`config.mk`:
```
export PLATFORM = sky130hd
export DESIGN_NAME = sync_supervisor_flat
export DESIGN_NICKNAME = d
export VERILOG_FILES = /design/src/rtl/pcs_pkg.sv /design/src/rtl/sync_supervisor_if.sv /design/src/rtl/sd_debounce.sv /design/src/rtl/sync_supervisor.sv /design/src/flat_wrapper.sv
export SDC_FILE = /design/constraint.sdc
export NUM_CORES = 1
export LEC_CHECK = 0
export BUFFER_PORTS_ARGS = -buffer_cell sky130_fd_sc_hd__clkbuf_2
export CAP_MARGIN = 20
export CORE_MARGIN = 10
export CORE_UTILIZATION = 30
export DETAILED_ROUTE_END_ITERATION = 10
export PLACE_DENSITY = 0.61
export SLEW_MARGIN = 25
export SYNTH_ARGS = -nofsm -noshare
export SYNTH_HDL_FRONTEND = slang
export SYNTH_SLANG_ARGS = --single-unit
```
`constraint.sdc`:
```
create_clock -name CLK -period 3.5 [get_ports CLK]
set_input_delay 0.525 -clock CLK [delete_from_list [all_inputs] [get_ports CLK]]
set_output_delay 0.525 -clock CLK [all_outputs]
set_load 0.05 [all_outputs]
```
`src/rtl/pcs_pkg.sv`:
```
// pcs_pkg: constants shared by the PCS synchronization supervisor and its
// environment.
//   CG_W                 10-bit code-group width
//   HOLD_RST..LINK_OK    supervisor FSM state encoding
//   K28_5_RDN/K28_5_RDP  K28.5 comma code-groups, bit a in the LSB
//   is_comma()           true for either K28.5 running-disparity variant
package pcs_pkg;

  localparam int CG_W = 10;

  typedef logic [CG_W-1:0] code_group_t;

  localparam logic [1:0] HOLD_RST    = 2'd0;
  localparam logic [1:0] WAIT_SIGNAL = 2'd1;
  localparam logic [1:0] WAIT_SYNC   = 2'd2;
  localparam logic [1:0] LINK_OK     = 2'd3;

  // abcdei fghj = 001111 1010 (RD-) and 110000 0101 (RD+), with a in bit 0.
  localparam code_group_t K28_5_RDN = 10'h17C;
  localparam code_group_t K28_5_RDP = 10'h283;

  function automatic logic is_comma(input code_group_t cg);
    return (cg == K28_5_RDN) || (cg == K28_5_RDP);
  endfunction

endpackage

```
`src/rtl/sync_supervisor_if.sv`:
```
// sync_supervisor_if: signals between the supervisor, the PMA/management side
// and the code-group synchronization block.
//   PMA/management -> supervisor : SIGNAL_DETECT_RAW, MR_LOOPBACK, MR_RESTART,
//                                  RX_CODE, TX_CODE, CODE_SYNC
//   supervisor -> sync block     : SYNC_RESET, SIGNAL_DETECT, SIGNAL_CHANGE,
//                                  PUDI, plus status LINK_UP, LOSS_COUNT
// Modport slave is the supervisor's view; master is the environment's view.
interface sync_supervisor_if #(
  parameter int CNT_W = 8
) ();
  import pcs_pkg::*;

  logic              SIGNAL_DETECT_RAW;
  logic              MR_LOOPBACK;
  logic              MR_RESTART;
  code_group_t       RX_CODE;
  code_group_t       TX_CODE;
  logic              CODE_SYNC;
  logic              SYNC_RESET;
  logic              SIGNAL_DETECT;
  logic              SIGNAL_CHANGE;
  code_group_t       PUDI;
  logic              LINK_UP;
  logic [CNT_W-1:0]  LOSS_COUNT;

  modport slave (
    input  SIGNAL_DETECT_RAW, MR_LOOPBACK, MR_RESTART, RX_CODE, TX_CODE, CODE_SYNC,
    output SYNC_RESET, SIGNAL_DETECT, SIGNAL_CHANGE, PUDI, LINK_UP, LOSS_COUNT
  );

  modport master (
    output SIGNAL_DETECT_RAW, MR_LOOPBACK, MR_RESTART, RX_CODE, TX_CODE, CODE_SYNC,
    input  SYNC_RESET, SIGNAL_DETECT, SIGNAL_CHANGE, PUDI, LINK_UP, LOSS_COUNT
  );

endinterface

```
`src/rtl/sd_debounce.sv`:
```
// sd_debounce: synchronizes and debounces the PMA signal-detect.
//   CLK       clock
//   RESET     asynchronous active-low reset
//   raw_i     unfiltered signal detect, asynchronous to CLK
//   force_i   loopback: output forced high, debouncer held cleared
//   sd_o      filtered signal detect
//   change_o  one-cycle pulse the cycle after sd_o changes
// Latency raw_i -> sd_o is 2 + DEBOUNCE cycles.
module sd_debounce #(
  parameter int DEBOUNCE = 8
) (
  input  logic CLK,
  input  logic RESET,
  input  logic raw_i,
  input  logic force_i,
  output logic sd_o,
  output logic change_o
);

  localparam int DCW = (DEBOUNCE > 1) ? $clog2(DEBOUNCE) : 1;

  logic           meta_q, sync_q;
  logic           filt_q, filt_d;
  logic [DCW-1:0] cnt_q, cnt_d;
  logic           sd_q, sd_d;
  logic           sd_prev_q;
  logic           change_q;

  always_comb begin
    // NOTE: every combinational output gets a default first so no path
    // leaves it unassigned and infers a latch.
    filt_d = filt_q;
    cnt_d  = cnt_q;
    if (force_i) begin
      filt_d = 1'b0;
      cnt_d  = '0;
    end else if (sync_q == filt_q) begin
      cnt_d = '0;
    end else if (cnt_q == DCW'(DEBOUNCE - 1)) begin
      // This cycle is the DEBOUNCE-th consecutive differing sample.
      filt_d = sync_q;
      cnt_d  = '0;
    end else begin
      cnt_d = cnt_q + DCW'(1);
    end
    sd_d = force_i | filt_d;
  end

  always_ff @(posedge CLK or negedge RESET) begin
    if (!RESET) begin
      meta_q    <= 1'b0;
      sync_q    <= 1'b0;
      filt_q    <= 1'b0;
      cnt_q     <= '0;
      sd_q      <= 1'b0;
      sd_prev_q <= 1'b0;
      change_q  <= 1'b0;
    end else begin
      // NOTE: non-blocking assignments so every flop samples pre-edge values;
      // this is what makes meta_q -> sync_q a true two-stage synchronizer.
      meta_q    <= raw_i;
      sync_q    <= meta_q;
      filt_q    <= filt_d;
      cnt_q     <= cnt_d;
      sd_q      <= sd_d;
      sd_prev_q <= sd_q;
      change_q  <= sd_q ^ sd_prev_q;
    end
  end

  assign sd_o     = sd_q;
  assign change_o = change_q;

endmodule

```
`src/rtl/sync_supervisor.sv`:
```
// sync_supervisor: sequences the PCS code-group synchronization block.
//   CLK    clock, all logic on the rising edge
//   RESET  asynchronous active-low reset
//   bus    sync_supervisor_if.slave: PMA/management inputs, CODE_SYNC from the
//          synchronizer; SYNC_RESET, SIGNAL_DETECT, SIGNAL_CHANGE, PUDI to it;
//          LINK_UP and saturating LOSS_COUNT as status
// FSM: HOLD_RST -> WAIT_SIGNAL -> WAIT_SYNC <-> LINK_OK. MR_RESTART and loss
// of filtered signal-detect override the per-state transitions.
module sync_supervisor
  import pcs_pkg::*;
#(
  parameter int RST_CYCLES   = 4,
  parameter int DEBOUNCE     = 8,
  parameter int SYNC_TIMEOUT = 1024,
  parameter int CNT_W        = 8
) (
  input logic              CLK,
  input logic              RESET,
  sync_supervisor_if.slave bus
);

  localparam int RCW = (RST_CYCLES > 1) ? $clog2(RST_CYCLES) : 1;
  localparam int TCW = $clog2(SYNC_TIMEOUT);

  logic             sd, sd_change;
  logic [1:0]       state_q, state_d;
  logic [RCW-1:0]   rst_cnt_q, rst_cnt_d;
  logic [TCW-1:0]   to_cnt_q, to_cnt_d;
  logic [CNT_W-1:0] loss_q, loss_d;
  logic             link_q;
  code_group_t      pudi_q;

  sd_debounce #(.DEBOUNCE(DEBOUNCE)) u_sd_debounce (
    .CLK      (CLK),
    .RESET    (RESET),
    .raw_i    (bus.SIGNAL_DETECT_RAW),
    .force_i  (bus.MR_LOOPBACK),
    .sd_o     (sd),
    .change_o (sd_change)
  );

  // rst_cnt is only meaningful in HOLD_RST and is zero on every entry to it.
  always_comb begin
    state_d   = state_q;
    rst_cnt_d = rst_cnt_q;
    to_cnt_d  = to_cnt_q;
    loss_d    = loss_q;
    if (bus.MR_RESTART) begin
      state_d   = HOLD_RST;
      rst_cnt_d = '0;
    end else if (!sd && (state_q != HOLD_RST)) begin
      // Signal loss outranks a simultaneous CODE_SYNC drop: no loss counted.
      state_d = WAIT_SIGNAL;
    end else begin
      case (state_q)
        HOLD_RST: begin
          if (rst_cnt_q == RCW'(RST_CYCLES - 1)) begin
            state_d   = WAIT_SIGNAL;
            rst_cnt_d = '0;
          end else begin
            rst_cnt_d = rst_cnt_q + RCW'(1);
          end
        end
        WAIT_SIGNAL: begin
          if (sd) begin
            state_d  = WAIT_SYNC;
            to_cnt_d = '0;
          end
        end
        WAIT_SYNC: begin
          if (bus.CODE_SYNC) begin
            state_d = LINK_OK;
          end else if (to_cnt_q == TCW'(SYNC_TIMEOUT - 1)) begin
            state_d   = HOLD_RST;
            rst_cnt_d = '0;
          end else begin
            to_cnt_d = to_cnt_q + TCW'(1);
          end
        end
        LINK_OK: begin
          if (!bus.CODE_SYNC) begin
            state_d  = WAIT_SYNC;
            to_cnt_d = '0;
            loss_d   = (&loss_q) ? loss_q : loss_q + CNT_W'(1);
          end
        end
        default: begin
          state_d   = HOLD_RST;
          rst_cnt_d = '0;
        end
      endcase
    end
  end

  always_ff @(posedge CLK or negedge RESET) begin
    if (!RESET) begin
      state_q   <= HOLD_RST;
      rst_cnt_q <= '0;
      to_cnt_q  <= '0;
      loss_q    <= '0;
      link_q    <= 1'b0;
      pudi_q    <= '0;
    end else begin
      state_q   <= state_d;
      rst_cnt_q <= rst_cnt_d;
      to_cnt_q  <= to_cnt_d;
      loss_q    <= loss_d;
      link_q    <= (state_d == LINK_OK);
      pudi_q    <= bus.MR_LOOPBACK ? bus.TX_CODE : bus.RX_CODE;
    end
  end

  assign bus.SYNC_RESET    = (state_q == HOLD_RST);
  assign bus.SIGNAL_DETECT = sd;
  assign bus.SIGNAL_CHANGE = sd_change;
  assign bus.PUDI          = pudi_q;
  assign bus.LINK_UP       = link_q;
  assign bus.LOSS_COUNT    = loss_q;

endmodule

```
`src/flat_wrapper.sv`:
```
// flat-port wrapper written by rule: the top's interface ports become plain ports
module sync_supervisor_flat import pcs_pkg::*;
#(
  parameter int RST_CYCLES   = 4,
  parameter int DEBOUNCE     = 8,
  parameter int SYNC_TIMEOUT = 1024,
  parameter int CNT_W        = 8
)
  (CLK, RESET, bus_SIGNAL_DETECT_RAW, bus_MR_LOOPBACK, bus_MR_RESTART, bus_RX_CODE, bus_TX_CODE, bus_CODE_SYNC, bus_SYNC_RESET, bus_SIGNAL_DETECT, bus_SIGNAL_CHANGE, bus_PUDI, bus_LINK_UP, bus_LOSS_COUNT);
  sync_supervisor_if #(.CNT_W(CNT_W)) bus_i ();
  input logic CLK;
  input logic RESET;
  input wire logic [$bits(bus_i.SIGNAL_DETECT_RAW)-1:0] bus_SIGNAL_DETECT_RAW;
  input wire logic [$bits(bus_i.MR_LOOPBACK)-1:0] bus_MR_LOOPBACK;
  input wire logic [$bits(bus_i.MR_RESTART)-1:0] bus_MR_RESTART;
  input wire logic [$bits(bus_i.RX_CODE)-1:0] bus_RX_CODE;
  input wire logic [$bits(bus_i.TX_CODE)-1:0] bus_TX_CODE;
  input wire logic [$bits(bus_i.CODE_SYNC)-1:0] bus_CODE_SYNC;
  output wire logic [$bits(bus_i.SYNC_RESET)-1:0] bus_SYNC_RESET;
  output wire logic [$bits(bus_i.SIGNAL_DETECT)-1:0] bus_SIGNAL_DETECT;
  output wire logic [$bits(bus_i.SIGNAL_CHANGE)-1:0] bus_SIGNAL_CHANGE;
  output wire logic [$bits(bus_i.PUDI)-1:0] bus_PUDI;
  output wire logic [$bits(bus_i.LINK_UP)-1:0] bus_LINK_UP;
  output wire logic [$bits(bus_i.LOSS_COUNT)-1:0] bus_LOSS_COUNT;
  assign bus_i.SIGNAL_DETECT_RAW = bus_SIGNAL_DETECT_RAW;
  assign bus_i.MR_LOOPBACK = bus_MR_LOOPBACK;
  assign bus_i.MR_RESTART = bus_MR_RESTART;
  assign bus_i.RX_CODE = bus_RX_CODE;
  assign bus_i.TX_CODE = bus_TX_CODE;
  assign bus_i.CODE_SYNC = bus_CODE_SYNC;
  assign bus_SYNC_RESET = bus_i.SYNC_RESET;
  assign bus_SIGNAL_DETECT = bus_i.SIGNAL_DETECT;
  assign bus_SIGNAL_CHANGE = bus_i.SIGNAL_CHANGE;
  assign bus_PUDI = bus_i.PUDI;
  assign bus_LINK_UP = bus_i.LINK_UP;
  assign bus_LOSS_COUNT = bus_i.LOSS_COUNT;
  sync_supervisor #(.RST_CYCLES(RST_CYCLES), .DEBOUNCE(DEBOUNCE), .SYNC_TIMEOUT(SYNC_TIMEOUT), .CNT_W(CNT_W)) u_core (.CLK(CLK), .RESET(RESET), .bus(bus_i));
endmodule
```
# == Word level (Yosys, flattened, before mapping) ==
# Index checks and enable logic that the tools add are counted.
# classes
add_sub_neg,4
n_eq_ne,15
n_mux,26
bitwise,6
reduce_logical,10
# op_table
cell,count
$mux 10,5
$pmux 10 s3,1
$mux 2,12
$add 10x1->10 const B,1
$eq 10x10->1 const B,1
$ne 2x2->1 const B,5
$mux 3,3
$add 8x1->8 const B,1
$eq 2x2->1 const B,4
$pmux 2 s4,1
$reduce_and 8->1,1
$reduce_and 7->1,1
$reduce_bool 3->1,2
$reduce_and 5->1,1
$not 1->1,4
$pmux 2 s2,1
$reduce_and 4->1,1
$add 3x1->3 const B,1
$eq 3x3->1 const B,1
$mux 1,3
$ne 3x2->1 const B,1
$ne 3x3->1 const B,1
$add 2x1->2 const B,1
$eq 2x1->1 const B,1
other kinds (7),7
# totals
register_bits,42
in_bits,26
out_inout_bits,22

# == Depth between registers and ports, before layout ==
# Gate-level depths: netlist of run 1.
# logic_depth
depth_word,7
depth_mapped,5
ltp_nobuf,5

# == By module ==
# A second synthesis of run 1 with hierarchy kept.
# hier_totals
hier_cells,165
area_unflattened_um2,1925.6
# by_module_without_submodules
module,instances,cells_each,area_each_um2,seq_area_each_um2
sync_supervisor,1,146,1616.6,825.8
sd_debounce,1,19,309.0,225.2

# == Worst setup path before layout of run 1 ==
# Ideal clock, no wire load.
# synth_path
kind,register to register
start,"register u_core.u_sd_debounce.sd_q, in the netlist u_core.u_sd_debounce.sd_o"
end,register u_core.to_cnt_q[5]
setup_ps,77
t_arrival_ps,1708
t_required_ps,3423
setup_slack_ps,1715
path_stages_with_launch,5
n_path_buf,0
path_cell_list,dfrtp_1 -> and2b_1 -> nand3b_4 -> or4_1 -> a21oi_1
# synth_between
elab_chain_cells,4
elab_cells_between_ends,5
# synth_lines
item,line,source
start: declaration,sd_debounce.sv:25,"logic sd_q, sd_d;"
start signal: assignment,sd_debounce.sv:55,sd_q <= 1'b0;
start signal: assignment,sd_debounce.sv:65,sd_q <= sd_d;
$logic_not 1->1,sync_supervisor.sv:51,end else if (!sd && (state_q != HOLD_RST)) begin
$logic_and 1x1->1,sync_supervisor.sv:51,
$not 1->1 (no line),-,
$reduce_and 7->1 (no line) *,-,
end signal: assignment,sync_supervisor.sv:106,to_cnt_q <= to_cnt_d;
end: declaration,sync_supervisor.sv:28,"logic [TCW-1:0] to_cnt_q, to_cnt_d;"
# Mark *: on every way between the ends. The rest lies on a longest branch, timed or not.
# A chain may end at the register's enable or synchronous reset.

# == Final worst setup path of run 1 ==
# layout_path
start,register u_core.state_q[0]
end,output port bus_SYNC_RESET
# layout_between
elab_chain_cells,1
# layout_lines
item,line,source
start: declaration,sync_supervisor.sv:26,"logic [1:0] state_q, state_d;"
start signal: assignment,sync_supervisor.sv:104,state_q <= state_d;
$logic_not 2->1,sync_supervisor.sv:113,assign bus.SYNC_RESET = (state_q == HOLD_RST);
end: declaration,flat_wrapper.sv:19,output wire logic [$bits(bus_i.SYNC_RESET)-1:0] bus_SYNC_RESET;
# Every way passes these cells.

==> results of run 1 <==
[cell usage in the layout (no fill, tap or decap), drive strengths merged, types with 3 or more instances in the layout]
cell     n
nor3     6
nand3b   3
clkbuf  53
nand2b   4
nor4     4
a21oi    6
xor2     4
nand3    4
nand4    8
ha       5
xnor2    5
nor3b    3
mux2    11
nor2     8
and3     4
and4     3
o31ai    3
dfrtp   42
nand2   16
inv      3
[metrics by stage]
stage	util	setup WS, ns	cell area (um2)
2_1_floorplan	-	1.715	1983
3_3_place_gp	0.3607	1.706	2303
3_5_place_dp	0.3611	1.654	2306
4_1_cts	0.3783	1.568	2416
5_1_grt	0.3783	1.476	2416
6_report	0.3783	1.586	2416
[sequential cells by signal, summed over array words and instances, names as in the netlist, 2 cells and up]
signal	flops
u_core.bus.PUDI	10
u_core.u_sd_debounce.cnt_q	3
u_core.to_cnt_q	10
u_core.state_q	2
u_core.bus.LOSS_COUNT	8
u_core.rst_cnt_q	2
[layout make-up]
type	instances	area, um2
Fill cell	639	3970
Tap cell	77	96.34
Clock buffer	6	72.57
Clock inverter	2	37.54
Multi-Input combinational cell	125	909.6
Sequential cell	42	1051
Inverter	3	11.26
Timing Repair Buffer	47	237.7
[cells by family (layout without fill, tap and decap cells)]
family / count (synthesis) / after routing / synth area share
simple gates: 75 / 75 / 0.2341
fa+ha+maj: 5 / 5 / 0.03155
xor+xnor: 9 / 9 / 0.03974
buf+inv: 5 / 58 / 0.01136
compound gates: 24 / 24 / 0.08581
mux: 12 / 12 / 0.06751
flops: 42 / 42 / 0.5300
[routing by layer]
layer,part of all wire,vias up
met4,0.010,0
li1,-,741
met3,0.070,5
met5,0,-
met2,0.46,45
met1,0.46,717
[power by group through the flow]
stage                     Sequential (W)  Combinational [W]  Clock [W]
after floorplan                 0.000620           0.000144          0
after global placement          0.000594           0.000237          0
after detailed placement        0.000595           0.000240          0
after CTS                       0.000586           0.000241   0.000392
after global routing            0.000594           0.000265   0.000414
final                           0.000587           0.000236   0.000381
[how the worst max path moves through the flow]
stage               depth (start not counted)  slack, ns                        endpoint
global route                                2       1.48                  bus_SYNC_RESET
floorplan                                   4       1.71  u_core.to_cnt_q[5]$_DFFE_PN0P_
global placement                            5       1.71  u_core.to_cnt_q[6]$_DFFE_PN0P_
detailed placement                          5       1.65  u_core.to_cnt_q[5]$_DFFE_PN0P_
finish                                      2       1.59                  bus_SYNC_RESET
CTS                                         2       1.57                  bus_SYNC_RESET
[critical path, cell delays in order (launching register included)]
cell and delay [ns]:
dfrtp_1 0.50, nor2_2 0.27, clkbuf_2 0.33
==> run summary, run 1 <==
Worst-case clock buffer depth = 2
Syn Std Cell Area = 1983 um2
Post-CTS Hold Buffers = 0
Postcts setup bufs = 0
Status = finished clean
Die area = 10260 um2
TritonCTS clock tree = yes
Max-slew violation count = 0
Io pins = 48
Startpoint Class = register
Nets@finish = 255
Synth Area per Inst = 11.53 um2
Switching power = 0.0003677 W
Register bit total from synthesis = 42
Hold Crit Class = in -> async
Rel. slew slack = 0.6165
Core ar. = 6386 um2
Share of layout cells above drive strength 1 = 0.3067
Post-CTS resize count = 0
Most common cell in the synthesized netlist = dfrtp_1
Antenna-violating nets left = 0
Num CTS Buffers = 5
Pleak = 1.134 nW
Clk pin slew, worst setup/hold paths = 0.08 ns
Worst reg-to-reg path cell count = 5
Residual DRC count = 0
Grt ovf = 0
Clk Tree Root Cell = clkbuf_8
Initial core utilization = 0.3105
Fin. Hold Viols = 0
Largest net degree at the start of global routing = 43
Synth top area share = 0.5300
PwrDens = 498.5 nW/um2
Syn Inst Count = 172
DPL Wire Length = 3189 um
Post-route insts no fill = 302
Die H = 101.3 um
Initial antenna violation count = 0
Routability cong. = 0.7953
Critical path arrival = 1.39 ns
Met1 GRT Util = 0.1060
DRT Wirelength = 4261 um
Ant diodes = 0
# setup viols final = 0
Synth Warn # = 0
Largest cells by area after synthesis = dfrtp_1, mux2_2, ha_1
Final TNS setup = 0 ns
Worst slew pin tran = 0.5753 ns
Area Growth Syn to Fin = 21.83%
Setup Skew = 0.008584 ns
Internal power = 0.0008368 W
Switch share = 0.3053
Hold slack = 0.2382 ns
DR WL/cell = 14.11 um
CP endpoint kind = primary output
H-tree levels = 2
Placed cells = 294
Primary FF master, synth = dfrtp_1
RSZ-0062 raised after global routing = no
Worst Path Required = 2.97 ns
Worst Path Max Fanout = 11
Number of DRC markers in iteration 0 = 70
Power, Total = 0.001204 W
Clock latency on the worst-skew pair = 0.29 ns
Gate power share = 0.196
Floorplan row count = 29
GRT Max-Usage Layer = met2
Die Width = 101.3 um
Max Cap Viol = 0
Period utilisation layout = 0.5467
TritonRoute pass-1 iters = 4
Post-synth EDFFs = 0
Fmax = 0.5226 GHz
R2R Setup Slk = 1.72 ns
Share of power burned in registers = 0.487
Setup CP Type = reg -> out
Seq/Total Area, Yosys = 0.5300
Met3 global-route usage = 0.03880
Vias in the first global route = 1605
First-pass GRT wire length = 7362 um
PortBufs = 47
Peak supply drop = 249.9 uV
Met2 GRT Util = 0.1289
Tmin final = 1.914 ns
Ys async rst share = 1.000
CTS Sinks = 42
Clk pwr share = 0.316
Worst Setup SP = u_core.state_q[0]$_DFF_PN0_
Yosys top cell by area = dfrtp_1
Syn nets = 203
Gr usage total = 0.08543
DR vias = 1508
FF-to-FF End = u_core.to_cnt_q[6]$_DFFE_PN0P_
Synth cell count leaders = dfrtp_1, nand2_1, mux2_2
Worst r2r src = u_core.to_cnt_q[0]$_DFFE_PN0P_
Drt via density = 4.993
Netlist cell types = 44
Note: power is estimated with default switching activity, not from simulation.
==> run 2, diff against run 1 <==
--- a/config.mk
+++ b/config.mk
@@ -10,7 +10,7 @@
 export CORE_MARGIN = 10
 export CORE_UTILIZATION = 30
 export DETAILED_ROUTE_END_ITERATION = 10
-export PLACE_DENSITY = 0.61
+export PLACE_DENSITY = 0.63
 export SLEW_MARGIN = 25
 export SYNTH_ARGS = -nofsm -noshare
 export SYNTH_HDL_FRONTEND = slang
==> constraint.sdc (replaced) <==
create_clock -name CLK -period 1.6 [get_ports CLK]
set_input_delay 0.24 -clock CLK [delete_from_list [all_inputs] [get_ports CLK]]
set_output_delay 0.24 -clock CLK [all_outputs]
set_load 0.05 [all_outputs]
==> run summary, run 2 (synthesized netlist as in run 1, its figures left out) <==
Fill cell count = 630 (was 639)
Clk pin slew, worst setup/hold paths = 0.09 ns (was 0.08 ns)
Vias in the first global route = 1704 (was 1605)
RSZ-0062 raised after global routing = yes (was no)
Power, Total = 0.002664 W (was 0.001204 W)
Period utilisation layout = 0.9988
Largest net degree at the start of global routing = 43 (unchanged)
Nets@finish = 272 (was 255)
Violated checks = hold timing
Antenna-violating nets left = 0 (unchanged)
CTS Sinks = 42 (unchanged)
Fmax = 0.6258 GHz
Routability cong. = 0.8570 (was 0.7953)
# setup viols final = 0 (unchanged)
Worst slew pin tran = 0.5153 ns (was 0.5753 ns)
Tmin final = 1.598 ns
Switch share = 0.3339 (was 0.3053)
Final instance area = 2574 um2 (was 2416 um2)
Crit-path max cell delay = 0.53 ns (was 0.50 ns)
DR WL/cell = 13.71 um (was 14.11 um)
Fin. Hold Viols = 17 (was 0)
Final TNS setup = 0 ns (unchanged)
Number of DRC markers in iteration 0 = 70 (unchanged)
Die Width = 101.3 um (unchanged)
Critical path arrival = 1.84 ns (was 1.39 ns)
PortBufs = 47 (unchanged)
Clk Tree Root Cell = clkbuf_8 (unchanged)
Drt via density = 4.956 (was 4.993)
Worst reg-to-reg path cell count = 5 (unchanged)
Grt ovf = 0 (unchanged)
Critical-path cell list = ha_4 -> and3_4 -> nand4b_1 -> or4b_1 -> nand2_1 (was nor2_2 -> clkbuf_2)
Area Growth Syn to Fin = 29.78% (was 21.83%)
Worst Path Max Fanout = 5 (was 11)
Io pins = 48 (unchanged)
CP endpoint kind = register (was primary output)
Worst r2r src = u_core.to_cnt_q[0]$_DFFE_PN0P_ (unchanged)
TritonRoute pass-1 iters = 4 (unchanged)
Die area = 10260 um2 (unchanged)
Gr usage total = 0.08961 (was 0.08543)
TritonCTS clock tree = yes (unchanged)
Hold slack = -0.01844 ns (was 0.2382 ns)
Most common cell after layout, fill and taps aside = clkbuf_2 (unchanged)
Status = complete, but fails checks (was finished clean)
Clk pwr share = 0.275 (was 0.316)
Ant diodes = 0 (unchanged)
Num CTS Buffers = 5 (unchanged)
Floorplan row count = 29 (unchanged)
Residual DRC count = 0 (unchanged)
Max Cap Viol = 0 (unchanged)
Share of layout cells above drive strength 1 = 0.3926 (was 0.3067)
First-pass GRT wire length = 7769 um (was 7362 um)
Gate power share = 0.244 (was 0.196)
Worst Setup SP = u_core.to_cnt_q[0]$_DFFE_PN0P_ (was u_core.state_q[0]$_DFF_PN0_)
Die H = 101.3 um (unchanged)
Placed Area = 2432 um2 (was 2306 um2)
Startpoint Class = register (unchanged)
Pleak = 1.213 nW (was 1.134 nW)
Core Util, Final = 0.4030 (was 0.3783)
Share of power burned in registers = 0.480 (was 0.487)
Initial antenna violation count = 0 (unchanged)
Setup CP Type = reg -> reg (was reg -> out)
Slowest CP cell = or4b_1 (was dfrtp_1)
R2R Setup Slk = 0.002 ns (was 1.72 ns)
Commonest cells after routing, fill and taps aside = clkbuf_2, dfrtp_1, buf_4, nand2_1, mux2_2 (was clkbuf_2, dfrtp_1, nand2_1, mux2_2, nand4_1)
Setup Skew = 0.009704 ns (was 0.008584 ns)
Switching power = 0.0008894 W (was 0.0003677 W)
Internal power = 0.001774 W (was 0.0008368 W)
DPL Wire Length = 3433 um (was 3189 um)
Peak supply drop = 497.5 uV (was 249.9 uV)
DR vias = 1581 (was 1508)
Hold Crit Class = in -> async (unchanged)
PwrDens = 1035 nW/um2 (was 498.5 nW/um2)
Initial core utilization = 0.3105 (unchanged)
Rel. slew slack = 0.6565 (was 0.6165)
H-tree levels = 2 (unchanged)
Clock latency on the worst-skew pair = 0.30 ns (was 0.29 ns)
Worst-case clock buffer depth = 2 (unchanged)
FF-to-FF End = u_core.to_cnt_q[6]$_DFFE_PN0P_ (unchanged)
DRT Wirelength = 4373 um (was 4261 um)
Core ar. = 6386 um2 (unchanged)
Post-CTS Hold Buffers = 0 (unchanged)
Max-slew violation count = 0 (unchanged)
Worst Path Required = 1.85 ns (was 2.97 ns)
## run 2: how the worst max path moves through the flow
stage	end	slack, ns	cells past startpoint
2_1_floorplan	u_core.to_cnt_q[5]$_DFFE_PN0P_	-0.0005	4
5_1_grt	u_core.to_cnt_q[7]$_DFFE_PN0P_	-0.08	5
3_5_place_dp	u_core.to_cnt_q[6]$_DFFE_PN0P_	-0.02	5
3_3_place_gp	u_core.to_cnt_q[6]$_DFFE_PN0P_	0.02	5
4_1_cts	u_core.to_cnt_q[7]$_DFFE_PN0P_	-0.006	5
6_report	u_core.to_cnt_q[6]$_DFFE_PN0P_	0.002	5
## run 2: area by class of cell
class	instances	area, um2	share of cell area
repair buffers	64	369.1	0.1434
inverters	3	11.26	0.004375
clock buffers	5	68.82	0.02674
well taps	77	96.34	0.03743
clock inverters	3	28.78	0.01118
flip-flops and latches	42	1056	0.4103
multi-input cells	125	943.4	0.3666
## run 2: worst max-delay path, delay by kind of cell (launching register included)
family	cells	cell delay, ns
DFF	1	0.42
and+or+nand+nor	4	0.95
adders and majority gates	1	0.17
## run 2: timing repair
action	in CTS	in global routing
gates resized for setup	4	8
pin swaps	1	1
buffers inserted	0	1
gates cloned	0	0
endpoints found under the setup margin	2	9
## run 2: metrics by stage
stage,setup slack (ns),std cells
floorplan,-0.0004787,172
global placement,0.01792,310
detailed placement,-0.02049,310
CTS,-0.005790,318
global route,-0.08365,319
finish,0.001936,319
## run 2: power by group through the flow
stage	Sequential [W]	Combinational [W]	Clock [W]
final	0.00128	0.000650	0.000734
after global routing	0.00129	0.000733	0.000821
after CTS	0.00127	0.000639	0.000770
after detailed placement	0.00128	0.000623	0
after global placement	0.00128	0.000608	0
after floorplan	0.00136	0.000321	0
## run 2: layer usage
| layer | wire [um] | GRT usage |
|---|---|---|
| met2 | 2180 | 0.1475 |
| met5 | 0 | 0 |
| met4 | 36 | 0.01929 |
| met3 | 293 | 0.03404 |
| met1 | 1862 | 0.1089 |
==> run 3, diff against run 2 <==
--- a/config.mk
+++ b/config.mk
@@ -5,12 +5,12 @@
 export SDC_FILE = /design/constraint.sdc
 export NUM_CORES = 1
 export LEC_CHECK = 0
-export BUFFER_PORTS_ARGS = -buffer_cell sky130_fd_sc_hd__clkbuf_2
 export CAP_MARGIN = 20
 export CORE_MARGIN = 10
 export CORE_UTILIZATION = 30
 export DETAILED_ROUTE_END_ITERATION = 10
-export PLACE_DENSITY = 0.63
+export DONT_BUFFER_PORTS = 1
+export PLACE_DENSITY = 0.56
 export SLEW_MARGIN = 25
 export SYNTH_ARGS = -nofsm -noshare
 export SYNTH_HDL_FRONTEND = slang
==> run summary, run 3 (synthesized netlist as in run 1, its figures left out) <==
Status = complete, but fails checks (unchanged)
Violated checks = setup timing (was hold timing)
Max-slew violation count = 0 (unchanged)
Tmin final = 1.619 ns (was 1.598 ns)
TritonCTS clock tree = yes (unchanged)
Share of power burned in registers = 0.540 (was 0.480)
Metal-1 WL = 1903 um (was 1862 um)
TritonRoute pass-1 iters = 4 (unchanged)
Ant diodes = 0 (unchanged)
Gate power share = 0.199 (was 0.244)
Period utilisation layout = 1.012 (was 0.9988)
Post-route insts no fill = 282 (was 319)
Fmax = 0.6178 GHz (was 0.6258 GHz)
Residual DRC count = 0 (unchanged)
Worst Path Required = 1.84 ns (was 1.85 ns)
Share of layout cells above drive strength 1 = 0.2878 (was 0.3926)
Fill cell count = 634 (was 630)
Io pins = 48 (unchanged)
Critical path arrival = 1.86 ns (was 1.84 ns)
Power, Total = 0.002500 W (was 0.002664 W)
CP endpoint kind = register (unchanged)
Detail Route met2 WL = 2025 um (was 2180 um)
Slowest CP cell = or4b_1 (unchanged)
Die Width = 101.3 um (unchanged)
PwrDens = 1037 nW/um2 (was 1035 nW/um2)
Worst slew pin tran = 0.4613 ns (was 0.5153 ns)
Nets@finish = 236 (was 272)
Final TNS setup = -0.01873 ns (was 0 ns)
H-tree levels = 2 (unchanged)
Hold Crit Class = in -> reg (was in -> async)
CP bufs+invs = 0 (unchanged)
CTS Sinks = 42 (unchanged)
Antenna-violating nets left = 0 (unchanged)
Setup CP Type = reg -> reg (unchanged)
Switch share = 0.3219 (was 0.3339)
Startpoint Class = register (unchanged)
Setup Skew = 0.01582 ns (was 0.009704 ns)
Area Growth Syn to Fin = 21.51% (was 29.78%)
Gr usage total = 0.08606 (was 0.08961)
Max Cap Viol = 0 (unchanged)
Pleak = 1.065 nW (was 1.213 nW)
CP delay by family, top = simple AND/OR/NAND/NOR gates (unchanged)
Num CTS Buffers = 5 (unchanged)
DPL Wire Length = 3338 um (was 3433 um)
Internal power = 0.001695 W (was 0.001774 W)
Clk pin slew, worst setup/hold paths = 0.09 ns (about the same)
Final instance area = 2410 um2 (was 2574 um2)
Switching power = 0.0008046 W (was 0.0008894 W)
First-pass GRT wire length = 7169 um (was 7769 um)
Crit-path max cell delay = 0.55 ns (was 0.53 ns)
Grt ovf = 0 (unchanged)
Clock latency on the worst-skew pair = 0.30 ns (about the same)
Most common cell after layout, fill and taps aside = dfrtp_1 (was clkbuf_2)
Number of DRC markers in iteration 0 = 48 (was 70)
PortBufs = 0 (was 47)
# setup viols final = 1 (was 0)
Peak supply drop = 681.4 uV (was 497.5 uV)
Clk Tree Root Cell = clkbuf_8 (unchanged)
Drt via density = 5.142 (was 4.956)
DRT Wirelength = 4420 um (was 4373 um)
Vias in the first global route = 1472 (was 1704)
Critical-path cell list = ha_2 -> and3_4 -> nand4b_1 -> or4b_1 -> nand2_1 (was ha_4 -> and3_4 -> nand4b_1 -> or4b_1 -> nand2_1)
Initial antenna violation count = 0 (unchanged)
Commonest cells after routing, fill and taps aside = dfrtp_1, buf_4, nand2_1, mux2_2, nand4_1 (was clkbuf_2, dfrtp_1, buf_4, nand2_1, mux2_2)
Setup ws final = -0.01873 ns (was 0.001936 ns)
Rel. slew slack = 0.6902 (was 0.6565)
Worst-case clock buffer depth = 2 (unchanged)
RSZ-0062 raised after global routing = yes (unchanged)
Clk pwr share = 0.261 (was 0.275)
Placed cells = 269 (was 310)
Initial core utilization = 0.3105 (unchanged)
Max Used Layer = met4 (unchanged)
Met3 WL = 441 um (was 293 um)
Largest net degree at the start of global routing = 43 (unchanged)
Floorplan row count = 29 (unchanged)
Fin. Hold Viols = 0 (was 17)
Die H = 101.3 um (unchanged)
DR vias = 1450 (was 1581)
Worst Path Max Fanout = 5 (unchanged)
Placed Area = 2242 um2 (was 2432 um2)
Routability cong. = 0.8446 (was 0.8570)
Die area = 10260 um2 (unchanged)
DR WL/cell = 15.67 um (was 13.71 um)
Post-placement setup slack = -0.04989 ns (was -0.02049 ns)
Core ar. = 6386 um2 (unchanged)
-- run 3: cell types whose count changed in the layout (fill, tap and decap cells not counted), sizes merged --
| cell | before | now |
|---|---|---|
| clkbuf | 51 | 5 |
| buf | 18 | 26 |
| dlygate4sd3 | 0 | 2 |
| inv | 5 | 3 |
| clkinv | 1 | 2 |
-- run 3: per-stage QoR --
stage,util,hold WS [ns]
2_1_floorplan,-,-0.05559
3_3_place_gp,0.3511,-0.05403
3_5_place_dp,0.3511,-0.05380
4_1_cts,0.3725,0.006586
5_1_grt,0.3774,0.0006242
6_report,0.3774,0.01089
-- run 3: worst paths after layout --
path	from	endpoint	slack, ns	cells past startpoint
worst max-delay path	u_core.to_cnt_q[0]$_DFFE_PN0P_	u_core.to_cnt_q[6]$_DFFE_PN0P_	-0.02	5
worst min-delay path	bus_MR_RESTART	u_core.rst_cnt_q[1]$_DFFE_PN0P_	0.01	1
worst max register to register	u_core.to_cnt_q[0]$_DFFE_PN0P_	u_core.to_cnt_q[6]$_DFFE_PN0P_	-0.02	5
worst min register to register	u_core.u_sd_debounce.meta_q$_DFF_PN0_	u_core.u_sd_debounce.sync_q$_DFF_PN0_	0.36	0
max in group asynchronous	RESET	u_core.bus.LOSS_COUNT[1]$_DFFE_PN0P_	0.96	2
min in group asynchronous	RESET	u_core.to_cnt_q[6]$_DFFE_PN0P_	0.39	2
-- run 3: worst register-to-register path, cell delays in order (launching register included) --
cell      delay (ns)
dfrtp_1         0.36
ha_2            0.19
and3_4          0.19
nand4b_1        0.20
or4b_1          0.55
nand2_1         0.08
-- run 3: power groups by stage --
stage               combinational [W]  clock, W  sequential, W
floorplan                    0.000321         0        0.00136
global placement             0.000442         0        0.00137
detailed placement           0.000454         0        0.00137
CTS                          0.000492  0.000670        0.00135
global route                 0.000549  0.000715        0.00137
finish                       0.000497  0.000653        0.00135
-- run 3: layout make-up --
class                      count  area (um2)  area share
sequential                    42        1056      0.4382
multi-input combinational    125       939.7      0.3899
timing repair buffer          28       227.7     0.09450
tap                           77       96.34     0.03998
clock buffer                   5       68.82     0.02856
inverter                       3       11.26    0.004673
clock inverter                 2       10.01    0.004154
-- run 3: layer usage --
layer  GRT usage  vias up
li1            -      708
met1      0.1075      697
met2      0.1250       40
met3     0.04629        5
met4     0.02572        0
met5           0        -
-- run 3: what timing repair did --
action,CTS,global route
resized for setup,3,5
pin swaps,3,3
hold endpoints to repair,43,0
hold buffers,3,0
endpoints found under the setup margin,1,8
setup buffers,1,2
cloned,0,0
